[src/rtl/gpr_hazard_scoreboard_if.sv]
// ID-stage hazard scoreboard bundle: pipeline controls and the ID instruction
// fields flow in, the stall decision and MD launch/status flow out.
interface gpr_hazard_scoreboard_if;
  logic       pipe_hold;
  logic       flush;
  logic       id_valid;
  logic       id_rs_re;
  logic [4:0] id_rs;
  logic       id_rt_re;
  logic [4:0] id_rt;
  logic       id_we;
  logic [4:0] id_rd;
  logic       id_is_load;
  logic       id_is_md;
  logic       md_done;
  logic [4:0] md_done_rd;
  logic       stall;
  logic [1:0] stall_reason;
  logic       md_busy;
  logic       md_start;

  modport master (
    output pipe_hold, flush, id_valid, id_rs_re, id_rs, id_rt_re, id_rt,
           id_we, id_rd, id_is_load, id_is_md, md_done, md_done_rd,
    input  stall, stall_reason, md_busy, md_start
  );

  modport slave (
    input  pipe_hold, flush, id_valid, id_rs_re, id_rs, id_rt_re, id_rt,
           id_we, id_rd, id_is_load, id_is_md, md_done, md_done_rd,
    output stall, stall_reason, md_busy, md_start
  );
endinterface

[src/rtl/gpr_hazard_scoreboard.sv]
// Tracks in-flight load and multiply/divide GPR writers the forwarding network
// cannot yet supply, stalls ID on pending operands, and launches the MD unit.
module gpr_hazard_scoreboard #(
  parameter int LOAD_USE_DIST = 1,
  parameter int NREG          = 32
) (
  input logic                    clk,
  input logic                    reset,
  gpr_hazard_scoreboard_if.slave bus
);

  localparam logic [1:0] LD_INIT = 2'(LOAD_USE_DIST);

  logic [NREG-1:0][1:0] ld_cnt_q, ld_cnt_d;
  logic [NREG-1:0]      md_pend_q, md_pend_d;
  logic                 md_busy_q, md_busy_d;

  logic [NREG-1:0] ld_wait;
  logic [NREG-1:0] md_wait;
  logic            rs_ld, rt_ld;
  logic            rs_md, rt_md, rd_md;
  logic [1:0]      reason;
  logic            issue_fire;
  logic            md_launch;
  logic            ld_launch;

  // A same-cycle MD completion is treated as available: WB forwarding covers it.
  always_comb begin
    ld_wait = '0;
    md_wait = '0;
    for (int r = 1; r < NREG; r++) begin
      ld_wait[r] = (ld_cnt_q[r] != 2'd0);
      md_wait[r] = md_pend_q[r] & ~(bus.md_done & (bus.md_done_rd == 5'(r)));
    end
  end

  always_comb begin
    rs_ld  = bus.id_rs_re & ld_wait[bus.id_rs];
    rt_ld  = bus.id_rt_re & ld_wait[bus.id_rt];
    rs_md  = bus.id_rs_re & md_wait[bus.id_rs];
    rt_md  = bus.id_rt_re & md_wait[bus.id_rt];
    rd_md  = bus.id_we    & md_wait[bus.id_rd];
    reason = 2'b00;
    if (bus.id_valid && !reset) begin
      if (bus.id_is_md && md_busy_q && !bus.md_done) begin
        reason = 2'b11;
      end else if (rs_md || rt_md || rd_md) begin
        reason = 2'b10;
      end else if (rs_ld || rt_ld) begin
        reason = 2'b01;
      end
    end
    issue_fire = bus.id_valid & (reason == 2'b00) & ~bus.pipe_hold & ~bus.flush & ~reset;
    md_launch  = issue_fire & bus.id_is_md;
    ld_launch  = issue_fire & bus.id_we & bus.id_is_load & (bus.id_rd != 5'd0);
  end

  // Load counters count pipeline advances; a new issue overrides the decrement.
  always_comb begin
    ld_cnt_d = ld_cnt_q;
    if (bus.flush) begin
      ld_cnt_d = '0;
    end else if (!bus.pipe_hold) begin
      for (int r = 0; r < NREG; r++) begin
        if (ld_cnt_q[r] != 2'd0) begin
          ld_cnt_d[r] = ld_cnt_q[r] - 2'd1;
        end
        if (ld_launch && (bus.id_rd == 5'(r))) begin
          ld_cnt_d[r] = LD_INIT;
        end
      end
    end
  end

  // MD state survives flush: an issued MD op always completes.
  always_comb begin
    md_pend_d = md_pend_q;
    md_busy_d = md_busy_q;
    if (bus.md_done) begin
      md_pend_d[bus.md_done_rd] = 1'b0;
      md_busy_d                 = 1'b0;
    end
    if (md_launch) begin
      md_busy_d = 1'b1;
      if (bus.id_we && (bus.id_rd != 5'd0)) begin
        md_pend_d[bus.id_rd] = 1'b1;
      end
    end
  end

  always_ff @(posedge clk or posedge reset) begin
    if (reset) begin
      ld_cnt_q  <= '0;
      md_pend_q <= '0;
      md_busy_q <= 1'b0;
    end else begin
      ld_cnt_q  <= ld_cnt_d;
      md_pend_q <= md_pend_d;
      md_busy_q <= md_busy_d;
    end
  end

  assign bus.stall        = (reason != 2'b00);
  assign bus.stall_reason = reason;
  assign bus.md_busy      = md_busy_q;
  assign bus.md_start     = md_launch;

endmodule

[src/flat_wrapper.sv]
// flat-port wrapper written by rule: the top's interface ports become plain ports
module gpr_hazard_scoreboard_flat 
#(
  parameter int LOAD_USE_DIST = 1,
  parameter int NREG          = 32
)
  (clk, reset, bus_pipe_hold, bus_flush, bus_id_valid, bus_id_rs_re, bus_id_rs, bus_id_rt_re, bus_id_rt, bus_id_we, bus_id_rd, bus_id_is_load, bus_id_is_md, bus_md_done, bus_md_done_rd, bus_stall, bus_stall_reason, bus_md_busy, bus_md_start);
  gpr_hazard_scoreboard_if bus_i ();
  input logic clk;
  input logic reset;
  input wire logic [$bits(bus_i.pipe_hold)-1:0] bus_pipe_hold;
  input wire logic [$bits(bus_i.flush)-1:0] bus_flush;
  input wire logic [$bits(bus_i.id_valid)-1:0] bus_id_valid;
  input wire logic [$bits(bus_i.id_rs_re)-1:0] bus_id_rs_re;
  input wire logic [$bits(bus_i.id_rs)-1:0] bus_id_rs;
  input wire logic [$bits(bus_i.id_rt_re)-1:0] bus_id_rt_re;
  input wire logic [$bits(bus_i.id_rt)-1:0] bus_id_rt;
  input wire logic [$bits(bus_i.id_we)-1:0] bus_id_we;
  input wire logic [$bits(bus_i.id_rd)-1:0] bus_id_rd;
  input wire logic [$bits(bus_i.id_is_load)-1:0] bus_id_is_load;
  input wire logic [$bits(bus_i.id_is_md)-1:0] bus_id_is_md;
  input wire logic [$bits(bus_i.md_done)-1:0] bus_md_done;
  input wire logic [$bits(bus_i.md_done_rd)-1:0] bus_md_done_rd;
  output wire logic [$bits(bus_i.stall)-1:0] bus_stall;
  output wire logic [$bits(bus_i.stall_reason)-1:0] bus_stall_reason;
  output wire logic [$bits(bus_i.md_busy)-1:0] bus_md_busy;
  output wire logic [$bits(bus_i.md_start)-1:0] bus_md_start;
  assign bus_i.pipe_hold = bus_pipe_hold;
  assign bus_i.flush = bus_flush;
  assign bus_i.id_valid = bus_id_valid;
  assign bus_i.id_rs_re = bus_id_rs_re;
  assign bus_i.id_rs = bus_id_rs;
  assign bus_i.id_rt_re = bus_id_rt_re;
  assign bus_i.id_rt = bus_id_rt;
  assign bus_i.id_we = bus_id_we;
  assign bus_i.id_rd = bus_id_rd;
  assign bus_i.id_is_load = bus_id_is_load;
  assign bus_i.id_is_md = bus_id_is_md;
  assign bus_i.md_done = bus_md_done;
  assign bus_i.md_done_rd = bus_md_done_rd;
  assign bus_stall = bus_i.stall;
  assign bus_stall_reason = bus_i.stall_reason;
  assign bus_md_busy = bus_i.md_busy;
  assign bus_md_start = bus_i.md_start;
  gpr_hazard_scoreboard #(.LOAD_USE_DIST(LOAD_USE_DIST), .NREG(NREG)) u_core (.clk(clk), .reset(reset), .bus(bus_i));
endmodule
[config.mk]
export PLATFORM = sky130hd
export DESIGN_NAME = gpr_hazard_scoreboard_flat
export DESIGN_NICKNAME = d
export VERILOG_FILES = /design/src/rtl/gpr_hazard_scoreboard_if.sv /design/src/rtl/gpr_hazard_scoreboard.sv /design/src/flat_wrapper.sv
export SDC_FILE = /design/constraint.sdc
export NUM_CORES = 1
export LEC_CHECK = 0
export ABC_AREA = 1
export CORE_AREA = 3 3 160 162
export CTS_BUF_LIST = sky130_fd_sc_hd__clkbuf_4
export CTS_CLUSTER_SIZE = 8
export DETAILED_ROUTE_END_ITERATION = 8
export DIE_AREA = 0 0 163 165
export DONT_BUFFER_PORTS = 1
export PLACE_DENSITY_LB_ADDON = 0.2
export SKIP_CTS_REPAIR_TIMING = 1
export SLEW_MARGIN = 20
export SYNTH_ARGS = -nofsm -noshare
export SYNTH_HDL_FRONTEND = slang
export SYNTH_SLANG_ARGS = --single-unit
[constraint.sdc]
create_clock -name clk -period 9.38 [get_ports clk]
set_input_delay 0.938 -clock clk [delete_from_list [all_inputs] [get_ports clk]]
set_output_delay 0.938 -clock clk [all_outputs]
set_load 0.01 [all_outputs]
### Word level (Yosys, flattened, before mapping)

Cells that the tools add are included.

* ROM bits: 0
* output and inout bits: 5
* register bits: 97
* RAM bits: 0
* bits in latches: 0
* input bits: 31
* memories kept: 0

* equal/unequal tests: 63
* add/sub/neg operators: 32
* reductions and logical operators: 144
* muxes and demuxes: 89
* magnitude comparators: 6
* divide/modulo/power cells: 0
* $mul: 0
* bitwise logic cells: 112
* shift operators: 0

Operators with widths (count)
* 5-bit == test (second input constant): 32
* 2-bit 2-to-1 mux: 67
* 64-bit 2-to-1 mux: 2
* 32-bit 2-to-1 mux: 3
* 3-bit nonzero test: 32
* 5-bit by 4-bit == test with 1-bit output (second input constant): 16
* 1-bit AND: 75
* 2-bit nonzero test: 34
* 2-bit AND reduction: 32
* 2-bit by 1-bit subtractor with 2-bit output (second input constant): 32
* 5-bit by 3-bit == test with 1-bit output (second input constant): 8
* 1-bit logical AND: 38
* 1-bit inverter: 34
* 32-bit AND: 1
* 32-bit inverter: 1
* 32-bit OR: 1
* 1-bit binary-select mux with 5-bit select: 5
* 5-bit by 6-bit < comparator with 1-bit output (second input constant): 4
* 5-bit by 2-bit == test with 1-bit output (second input constant): 4
* 1-bit demux with 5-bit select: 2
* 5-bit by 1-bit == test with 1-bit output (second input constant): 2
* 5-bit by 1-bit greater-or-equal comparator with 1-bit output (second input constant): 2
* 1-bit 2-to-1 mux: 10
* 5-bit logical NOT: 1
* 5 further kinds: 8

### Longest topological paths before layout

Gate-level depths: netlist (run 1).

* depth after elaboration: 24
* gate-level depth with buffers: 22
* mapped depth without buffers: 21

### Least setup slack after synthesis (run 1)

No wires, ideal clock.

* kind: in2out
* start: input port reset
* end: output port bus_md_start
* data arrival time: 4.001 ns
* data required time: 8.442 ns
* setup slack: 4.441 ns
* buffers on the path: 0
* stages on the path: 5
* cell sequence: inv_1 -> nand2_1 -> nor3_1 -> nand3_4 -> inv_1

* cells in the longest elaborated chain, start to end: 9
* elaborated cells between the ends (all ways): 10

RTL lines
* from (decl): line flat_wrapper.sv:10 `input logic reset;`
* 1-bit logical NOT: line gpr_hazard_scoreboard.sv:44 `if (bus.id_valid && !reset) begin`
* 1-bit logical AND: line gpr_hazard_scoreboard.sv:44
* 2-bit 2-to-1 mux: line gpr_hazard_scoreboard.sv:44
* 2-bit logical NOT: line gpr_hazard_scoreboard.sv:53 `issue_fire = bus.id_valid & (reason == 2'b00) & ~bus.pipe_hold & ~bus.flush & ~reset;`
* 1-bit AND (3 in series): line gpr_hazard_scoreboard.sv:53
* 1-bit AND (*): line gpr_hazard_scoreboard.sv:53
* 1-bit AND (*): line gpr_hazard_scoreboard.sv:54 `md_launch = issue_fire & bus.id_is_md;`
* to (decl): line flat_wrapper.sv:27 `output wire logic [$bits(bus_i.md_start)-1:0] bus_md_start;`

Every way passes the cells marked *; elsewhere a longest branch is shown, timed or not.

### Final worst setup path (run 1)

* start: input port bus_id_rs[0]
* end: output port bus_md_start

* cells in the longest elaborated chain, start to end: 14
* elaborated cells between the ends (all ways): 19

RTL lines
* from (decl): line flat_wrapper.sv:15 `input wire logic [$bits(bus_i.id_rs)-1:0] bus_id_rs;`
* 1-bit binary-select mux with 5-bit select, on equally long branches: line gpr_hazard_scoreboard.sv:38, gpr_hazard_scoreboard.sv:40
* 1-bit 2-to-1 mux, on equally long branches: line gpr_hazard_scoreboard.sv:38, gpr_hazard_scoreboard.sv:40
* 1-bit AND, on equally long branches: line gpr_hazard_scoreboard.sv:38, gpr_hazard_scoreboard.sv:40
* 1-bit logical OR, on equally long branches: line gpr_hazard_scoreboard.sv:49, gpr_hazard_scoreboard.sv:47
* 1-bit 2-to-1 mux or 1-bit logical OR (tied branches): line gpr_hazard_scoreboard.sv:49, gpr_hazard_scoreboard.sv:47
* 2-bit 2-to-1 mux (*): line gpr_hazard_scoreboard.sv:47 `end else if (rs_md || rt_md || rd_md) begin`
* 2-bit 2-to-1 mux (*): line gpr_hazard_scoreboard.sv:45 `if (bus.id_is_md && md_busy_q && !bus.md_done) begin`
* 2-bit 2-to-1 mux (*): line gpr_hazard_scoreboard.sv:44
* 2-bit logical NOT (*): line gpr_hazard_scoreboard.sv:53
* 1-bit AND (*) (4 in series): line gpr_hazard_scoreboard.sv:53
* 1-bit AND (*): line gpr_hazard_scoreboard.sv:54

Every way passes the cells marked *; elsewhere a longest branch is shown, timed or not. The select of a mux whose other input is x is not followed.

==> results.json, run 1 <==
{
  "rsz0062_at_grt": "no",
  "vdd_drop_max_mv": 0.0487,
  "overflow": 0,
  "leakage_uw": 0.00395,
  "port-buffer-count": 0,
  "fin_util_pct": 33.3,
  "core_um2": 24200,
  "grt_pass1_vias": 7406,
  "grt_start_max_net_pins": 54,
  "layout_common_cells": "nand2_1 (333), inv_1 (202), nand3_1 (196)",
  "synth.avg_cell_area_um2": 6.26,
  "tns_ns": 0,
  "seq_area_frac_synth_pct": 30.6,
  "grt_pass1_wl_um": 43200,
  "ys.warnings.count": 0,
  "max_cap_violations": 0,
  "p_per_area_nw_per_um2": 172,
  "fin_crit_sh_pct": 53.5,
  "die_h_um": 165,
  "antenna_found_initial": 1,
  "ant_nets": 0,
  "critPathKind": "in2out",
  "synth_nets": 1291,
  "wl_per_cell_um": 18.2,
  "vias": 7912,
  "hold_viol_final": 0,
  "maxSlewHeadroom_pct": 28.0,
  "drt_pass1_iterations": 5,
  "cts-root-buf": "clkbuf_4",
  "cp-end-kind": "output port",
  "ios": 36,
  "synth_area_um2": 7690,
  "dp_worst_setup_slack_ns": 4.49,
  "critPathMaxFanout": 33,
  "start_util_pct": 31.7,
  "worstMarginPinSlew_ns": 1.08,
  "async_flop_share_pct": 100,
  "rows": 57,
  "synth_seq_cells": 94,
  "dieArea_um2": 26900,
  "final_common_cell": "nand2_1",
  "dpl.hpwl_um": 19300,
  "path_clk_slew_ns": 0.20,
  "clk_path_buf_depth": 2,
  "layout-drive-gt1-share_pct": 3.84,
  "finalSetupViolCount": 0,
  "slew_violations": 0,
  "die-width_um": 163,
  "worstPathArrival_ns": 4.08,
  "fin_crit_ns": 5.01,
  "fin_nets": 1257,
  "place.gp.congestion": 0.931,
  "timing.final.ws_setup_ns": 4.37,
  "htree_num_levels": 3,
  "worstPathRequired_ns": 8.44,
  "drc": 0,
  "fmax_mhz": 199,
  "drt_iter0_markers": 690,
  "syn2layout_area_growth_pct": 4.88,
  "status": "completed",
  "synth_cells": 1229,
  "synth_top_flop_cell": "dfrtp_1",
  "tritoncts.num_buffers": 9,
  "whs_ns": 0.364,
  "vias_per_cell": 5.19,
  "drt_wl_total_um": 27700,
  "synth_edf_count": 0,
  "nFillCells": 2703,
  "cts_tree": "done",
  "cts_sinks": 94,
  "grt_usage_pct": 20.9,
  "startpoint_type": "input pin",
  "clock_skew_ns": 0.0404,
  "clk-insertion-delay-late_ns": 0.52,
  "synth_cell_types": 31,
  "hp-class": "in2async"
}
-- Yosys cell counts (4+ instances only) --
| master | instances | share of area (%) |
|---|---|---|
| ha_1 | 31 | 5.0 |
| dfrtp_1 | 94 | 31 |
| nand3_1 | 196 | 13 |
| nand2_1 | 334 | 16 |
| o21ai_1 | 4 | 0.26 |
| a21oi_1 | 30 | 2.0 |
| buf_1 | 8 | 0.39 |
| nor3_1 | 6 | 0.39 |
| clkbuf_1 | 25 | 1.2 |
| o31ai_2 | 4 | 0.65 |
| o31ai_1 | 25 | 2.4 |
| nand4_1 | 66 | 5.4 |
| o21ai_0 | 38 | 2.5 |
| buf_6 | 6 | 0.88 |
| inv_1 | 203 | 9.9 |
| nor2_1 | 128 | 6.2 |
| buf_2 | 12 | 0.78 |
-- metal layers --
layer,routed length [um],global-route usage (%),part of all wire (%),vias to the layer above
met5,0,0,0,-
met4,493,5.88,1.8,0
met3,2460,4.89,8.9,33
met2,11900,32.0,43,296
met1,12900,29.6,47,3661
li1,-,-,-,3922
-- path summary, 6_finish.rpt --
check	slack (ns)	start	depth (start not counted)	to
max in group asynchronous	7.85	reset	2	u_core.ld_cnt_q[12]
setup / recovery	4.37	bus_id_rs[0]	14	bus_md_start
setup reg to reg	5.98	u_core.ld_cnt_q[28]	16	u_core.md_pend_q[15]
min in group clk	0.49	u_core.ld_cnt_q[53]	2	u_core.ld_cnt_q[53]
hold / removal	0.36	reset	1	u_core.md_pend_q[21]
hold reg to reg	0.49	u_core.ld_cnt_q[53]	2	u_core.ld_cnt_q[53]
-- critical path, cell delays in order --
cell and delay [ns]:
inv_1 0.76, nand3_1 0.14, nand3_1 0.13, nand2_1 0.09, nand2_1 0.06, nand3_1 0.07, nand3_1 0.09, nand3_1 0.18
nand4_1 0.14, nand2_1 0.11, o21ai_4 0.12, buf_4 0.38, nand3_4 0.46, inv_1 0.32
-- power by group --
| group | switching (uW) | total (uW) | internal (uW) | leakage, uW |
|---|---|---|---|---|
| Combinational | 362 | 565 | 203 | 0.00261 |
| Clock | 165 | 275 | 110 | 0.0000791 |
| Sequential | 53.4 | 544 | 491 | 0.00126 |
| Total | 580 | 1380 | 804 | 0.00395 |
-- area by class of cell --
type	instances	area [um2]	share of cell area (%)
antenna	1	2.50	0.0310
clock buffer	10	75.1	0.931
clock inverter	5	83.8	1.04
inverter	205	772	9.57
multi-input combinational	876	4310	53.4
sequential	94	2350	29.2
tap	324	405	5.03
timing repair buffer	9	67.6	0.838
-- cell families after synthesis --
family                     count (synthesis)  share of synthesized area, %
buffers and inverters                    259                          13.6
DFF                                       94                          30.6
adders and majority gates                 31                          5.04
and+or+nand+nor                          739                          42.4
AOI/OAI and AO/OA                        106                          8.41
-- metrics by stage --
stage | instance area, um2 | cells | power (uW)
2_1_floorplan | 7690 | 1229 | 986
3_3_place_gp | 7900 | 1508 | 1110
3_5_place_dp | 7900 | 1508 | 1120
4_1_cts | 8060 | 1523 | 1400
5_1_grt | 8070 | 1524 | 1520
6_report | 8070 | 1524 | 1380
-- flip-flops by register name (all words and copies together) (netlist names) --
name and flops:
u_core.md_pend_q 31, u_core.bus.md_busy 1, u_core.ld_cnt_q 62
Note: power is estimated with default switching activity, not from simulation.
==> run 2: changes to the inputs <==
==> constraint.sdc (replaced) <==
create_clock -name clk -period 4.6 [get_ports clk]
set_input_delay 0.46 -clock clk [delete_from_list [all_inputs] [get_ports clk]]
set_output_delay 0.46 -clock clk [all_outputs]
set_load 0.01 [all_outputs]
==> results.json, run 2 (synthesized netlist as in run 1, its figures left out) <==
{
  "status": "completed",
  "drt_iter0_markers": 696,
  "top_register": "u_core.ld_cnt_q",
  "critPathMostFrequentCell": "inv_1",
  "core_um2": 24200,
  "vias_per_cell": 5.18,
  "hp-class": "in2reg",
  "ios": 36,
  "ant_nets": 0,
  "worstPathRequired_ns": 4.14,
  "hp-start": "bus_md_done",
  "layout_common_cells": "nand2_1 (333), inv_1 (202), nand3_1 (196)",
  "critPathKind": "reg2out",
  "critical-path-max-stage-delay_ns": 0.46,
  "cts_tree": "done",
  "worstMarginPinSlew_ns": 0.934,
  "leakage_uw": 0.00396,
  "path_delay_family": "compound AO/OA/AOI/OAI gates",
  "crit-reg2reg-launch": "u_core.ld_cnt_q[28]",
  "largest_reg_flops": 62,
  "startpoint_type": "register",
  "clk-insertion-delay-late_ns": 0.49,
  "fin_nets": 1264,
  "path_clk_slew_ns": 0.16,
  "finalSetupViolCount": 0,
  "die_h_um": 165,
  "timing.final.ws_setup_ns": 0.701,
  "drt_pass1_iterations": 5,
  "dieArea_um2": 26900,
  "rrSetupSlack_ns": 1.41,
  "clk_path_buf_depth": 2,
  "place.gp.congestion": 0.935,
  "dpl.hpwl_um": 19800,
  "htree_num_levels": 3,
  "overflow": 0,
  "worstPathArrival_ns": 3.44,
  "syn2layout_area_growth_pct": 4.85,
  "cp-end-kind": "output port",
  "rows": 57,
  "hold_viol_final": 0,
  "vias": 7942,
  "grt_pass1_wl_um": 42900,
  "drt_wl_total_um": 27400,
  "fin_crit_sh_pct": 84.8,
  "fin_crit_ns": 3.90,
  "slew_violations": 0,
  "crit_buf_inv": 3,
  "grt_usage_pct": 20.7,
  "r2r-end": "u_core.md_pend_q[15]",
  "die-width_um": 163,
  "layout-drive-gt1-share_pct": 4.23,
  "min_to": "u_core.bus.md_busy",
  "r2r_cells": 15,
  "p_per_area_nw_per_um2": 336,
  "max_cap_violations": 0,
  "clock_skew_ns": 0.0251,
  "critPathMaxFanout": 31,
  "final_common_cell": "nand2_1",
  "fin_util_pct": 33.3,
  "fmax_mhz": 256,
  "cp_slowest_cell": "nand3_4",
  "maxSlewHeadroom_pct": 37.6,
  "port-buffer-count": 0,
  "vdd_drop_max_mv": 0.109,
  "drc": 0,
  "tritoncts.num_buffers": 9,
  "grt_pass1_vias": 7651,
  "cts-root-buf": "clkbuf_4",
  "wl_per_cell_um": 17.9,
  "cts_sinks": 94,
  "dp_worst_setup_slack_ns": 0.909,
  "grt_start_max_net_pins": 57,
  "antenna_found_initial": 1,
  "tns_ns": 0,
  "worstPathCellList": "inv_1 -> ha_1 -> inv_1 -> a21oi_1 -> o21ai_0 -> nand3_1 -> nand3_1 -> a21oi_1 -> o21ai_0 -> nand4_1 -> nand2_1 -> o21ai_4 -> nand3_4 -> inv_1",
  "rsz0062_at_grt": "no",
  "holdPathStages": 1,
  "start_util_pct": 31.7
}
## run 2: worst max path at each step
stage,end,start,cells after the start
detailed placement,bus_md_start,bus_id_rs[0],13
floorplan,u_core.ld_cnt_q[61],reset,9
CTS,bus_md_start,u_core.ld_cnt_q[28],14
finish,bus_md_start,u_core.ld_cnt_q[28],14
global route,bus_md_start,u_core.ld_cnt_q[28],14
global placement,bus_md_start,bus_id_rs[0],13
## run 2: report_power, final
part	switching (uW)	internal, uW
Sequential	111	1000
Combinational	756	420
Clock	312	111
Total	1180	1530
## run 2: worst register-to-register path, delay by kind of cell, from the launching register on
| family | cells | cell delay, ns |
|---|---|---|
| compound gates | 6 | 1.17 |
| flops | 1 | 0.42 |
| fa+ha+maj | 1 | 0.16 |
| buf+inv | 3 | 0.52 |
| simple gates | 5 | 0.87 |
## run 2: area by class of cell
| cell class | instances | area (um2) |
|---|---|---|
| inverters | 205 | 772 |
| multi-input cells | 876 | 4310 |
| well taps | 324 | 405 |
| fillers | 2706 | 16200 |
| repair buffers | 16 | 120 |
| clock buffers | 10 | 75.1 |
| diodes | 1 | 2.50 |
| clock inverters | 6 | 28.8 |
| flip-flops and latches | 94 | 2350 |
## run 2: metrics by stage
step / total power, uW / instances / cell area, um2 / hold slack (ns)
2_1_floorplan: 2010 / 1229 / 7690 / 0.442
3_5_place_dp: 2300 / 1515 / 7960 / 0.460
4_1_cts: 2730 / 1531 / 8060 / 0.0245
3_3_place_gp: 2280 / 1515 / 7960 / 0.456
6_report: 2710 / 1532 / 8060 / 0.0577
5_1_grt: 2980 / 1532 / 8060 / 0.0470
## run 2: metal layers
| layer | routed length [um] | global-route usage [%] |
|---|---|---|
| met3 | 1970 | 4.82 |
| met1 | 12800 | 28.1 |
| met5 | 0 | 0 |
| met2 | 12100 | 32.8 |
| met4 | 560 | 6.38 |
==> run 3: changes to the inputs <==
==> constraint.sdc (replaced) <==
create_clock -name clk -period 3.35 [get_ports clk]
set_input_delay 0.335 -clock clk [delete_from_list [all_inputs] [get_ports clk]]
set_output_delay 0.335 -clock clk [all_outputs]
set_load 0.01 [all_outputs]
==> results.json, run 3 (synthesized netlist as in run 1, its figures left out) <==
{
  "failed_checks": "negative hold slack",
  "syn2layout_area_growth_pct": 6.87,
  "layout-drive-gt1-share_pct": 4.93,
  "critPathKind": "reg2out",
  "fmax_mhz": 316,
  "dieArea_um2": 26900,
  "port-buffer-count": 0,
  "rrSetupSlack_ns": 0.57,
  "rsz0062_at_grt": "no",
  "wl_per_cell_um": 18.1,
  "fin_nets": 1275,
  "slew_violations": 0,
  "drt_wl_total_um": 28000,
  "final_common_cell": "nand2_1",
  "path_clk_slew_ns": 0.17,
  "grt_pass1_vias": 7600,
  "worstPathArrival_ns": 2.83,
  "fin_crit_ns": 3.17,
  "nFillCells": 2691,
  "startpoint_type": "register",
  "tns_ns": 0,
  "p_per_area_nw_per_um2": 460,
  "clk-insertion-delay-late_ns": 0.51,
  "maxSlewHeadroom_pct": 40.1,
  "vias": 8013,
  "cp-end-kind": "output port",
  "grt_pass1_wl_um": 43100,
  "crit-reg2reg-launch": "u_core.ld_cnt_q[28]",
  "dpl.hpwl_um": 20000,
  "leakage_uw": 0.00403,
  "critPathMaxFanout": 12,
  "vias_per_cell": 5.19,
  "core_um2": 24200,
  "hp-class": "in2reg",
  "layout_common_cells": "nand2_1 (333), inv_1 (201), nand3_1 (196)",
  "holdPathStages": 3,
  "fin_crit_sh_pct": 94.6,
  "top_register": "u_core.ld_cnt_q",
  "whs_ns": -0.00106,
  "start_util_pct": 31.7,
  "grt_usage_pct": 20.8,
  "cts-root-buf": "clkbuf_4",
  "tritoncts.num_buffers": 9,
  "fin_util_pct": 33.9,
  "rows": 57,
  "drt_pass1_iterations": 8,
  "drt_iter0_markers": 767,
  "ant_nets": 0,
  "clk_path_buf_depth": 2,
  "worstMarginPinSlew_ns": 0.895,
  "finalSetupViolCount": 0,
  "r2r_cells": 20,
  "hold_viol_final": 1,
  "max_cap_violations": 0,
  "hp-start": "bus_flush",
  "die-width_um": 163,
  "drc": 0,
  "largest_reg_flops": 62,
  "antenna_found_initial": 2,
  "grt_start_max_net_pins": 56,
  "place.gp.congestion": 0.963,
  "min_to": "u_core.ld_cnt_q[51]",
  "die_h_um": 165,
  "worstPathRequired_ns": 3.01,
  "status": "finished with violations",
  "htree_num_levels": 3,
  "vdd_drop_max_mv": 0.133,
  "cts_sinks": 94,
  "r2r-end": "u_core.ld_cnt_q[17]",
  "overflow": 0,
  "cts_tree": "done",
  "ios": 36,
  "clock_skew_ns": 0.0322
}
-- run 3: changes by cell type in the layout (fill, tap and decap cells not counted), sizes merged --
cell,change
dlygate4sd3,+5
clkinv,-3
clkinvlp,+1
buf,+6
diode,+1
clkbuf,-1
inv,+3
-- run 3: per-layer routing --
layer	track usage [%]	part of all wire, %
met1	28.0	45
met3	6.07	8.7
met4	7.23	2.8
met2	31.7	44
met5	0	0
-- run 3: metrics by stage --
step | total power [uW] | setup slack (ns) | instances | instance area, um2
after floorplan | 2760 | 0.460 | 1229 | 7690
final | 3780 | 0.181 | 1544 | 8220
after CTS | 3810 | 0.0996 | 1537 | 8160
after global routing | 4170 | 0.000208 | 1543 | 8220
after detailed placement | 3170 | 0.380 | 1521 | 8040
after global placement | 3140 | 0.413 | 1521 | 8040
-- run 3: critical path: stages (launching register included) --
cell	delay, ns
dfrtp_1	0.43
inv_1	0.06
ha_1	0.16
inv_1	0.14
a21oi_1	0.15
o21ai_0	0.11
nand3_1	0.11
nand3_1	0.08
nand2_1	0.08
nand2_1	0.06
nand3_1	0.07
o21ai_0	0.10
nand4_1	0.10
nand2_1	0.11
o21ai_4	0.21
buf_12	0.17
nand3_4	0.07
inv_2	0.12
-- run 3: report_power, final --
| group | switching, uW | internal (uW) | total, uW |
|---|---|---|---|
| clock | 469 | 162 | 631 |
| combinational | 1030 | 588 | 1620 |
| sequential | 152 | 1370 | 1530 |
| total | 1650 | 2120 | 3780 |
-- run 3: final cells by class --
type / instances / area (um2) / share of cell area [%]
Clock buffer: 9 / 67.6 / 0.822
Sequential cell: 94 / 2350 / 28.6
Timing Repair Buffer: 27 / 253 / 3.08
Inverter: 205 / 773 / 9.41
Antenna cell: 2 / 5.00 / 0.0609
Clock inverter: 7 / 55.1 / 0.670
Tap cell: 324 / 405 / 4.93
Multi-Input combinational cell: 876 / 4310 / 52.4
-- run 3: worst max-delay path by stage --
stage,startpoint,end,slack [ns]
finish,u_core.ld_cnt_q[28],bus_md_start,0.18
floorplan,reset,u_core.ld_cnt_q[61],0.46
CTS,u_core.ld_cnt_q[28],bus_md_start,0.1
global route,u_core.ld_cnt_q[4],bus_md_start,0.0002
global placement,bus_id_rt[0],u_core.bus.md_busy,0.41
detailed placement,bus_id_rt[0],u_core.bus.md_busy,0.38
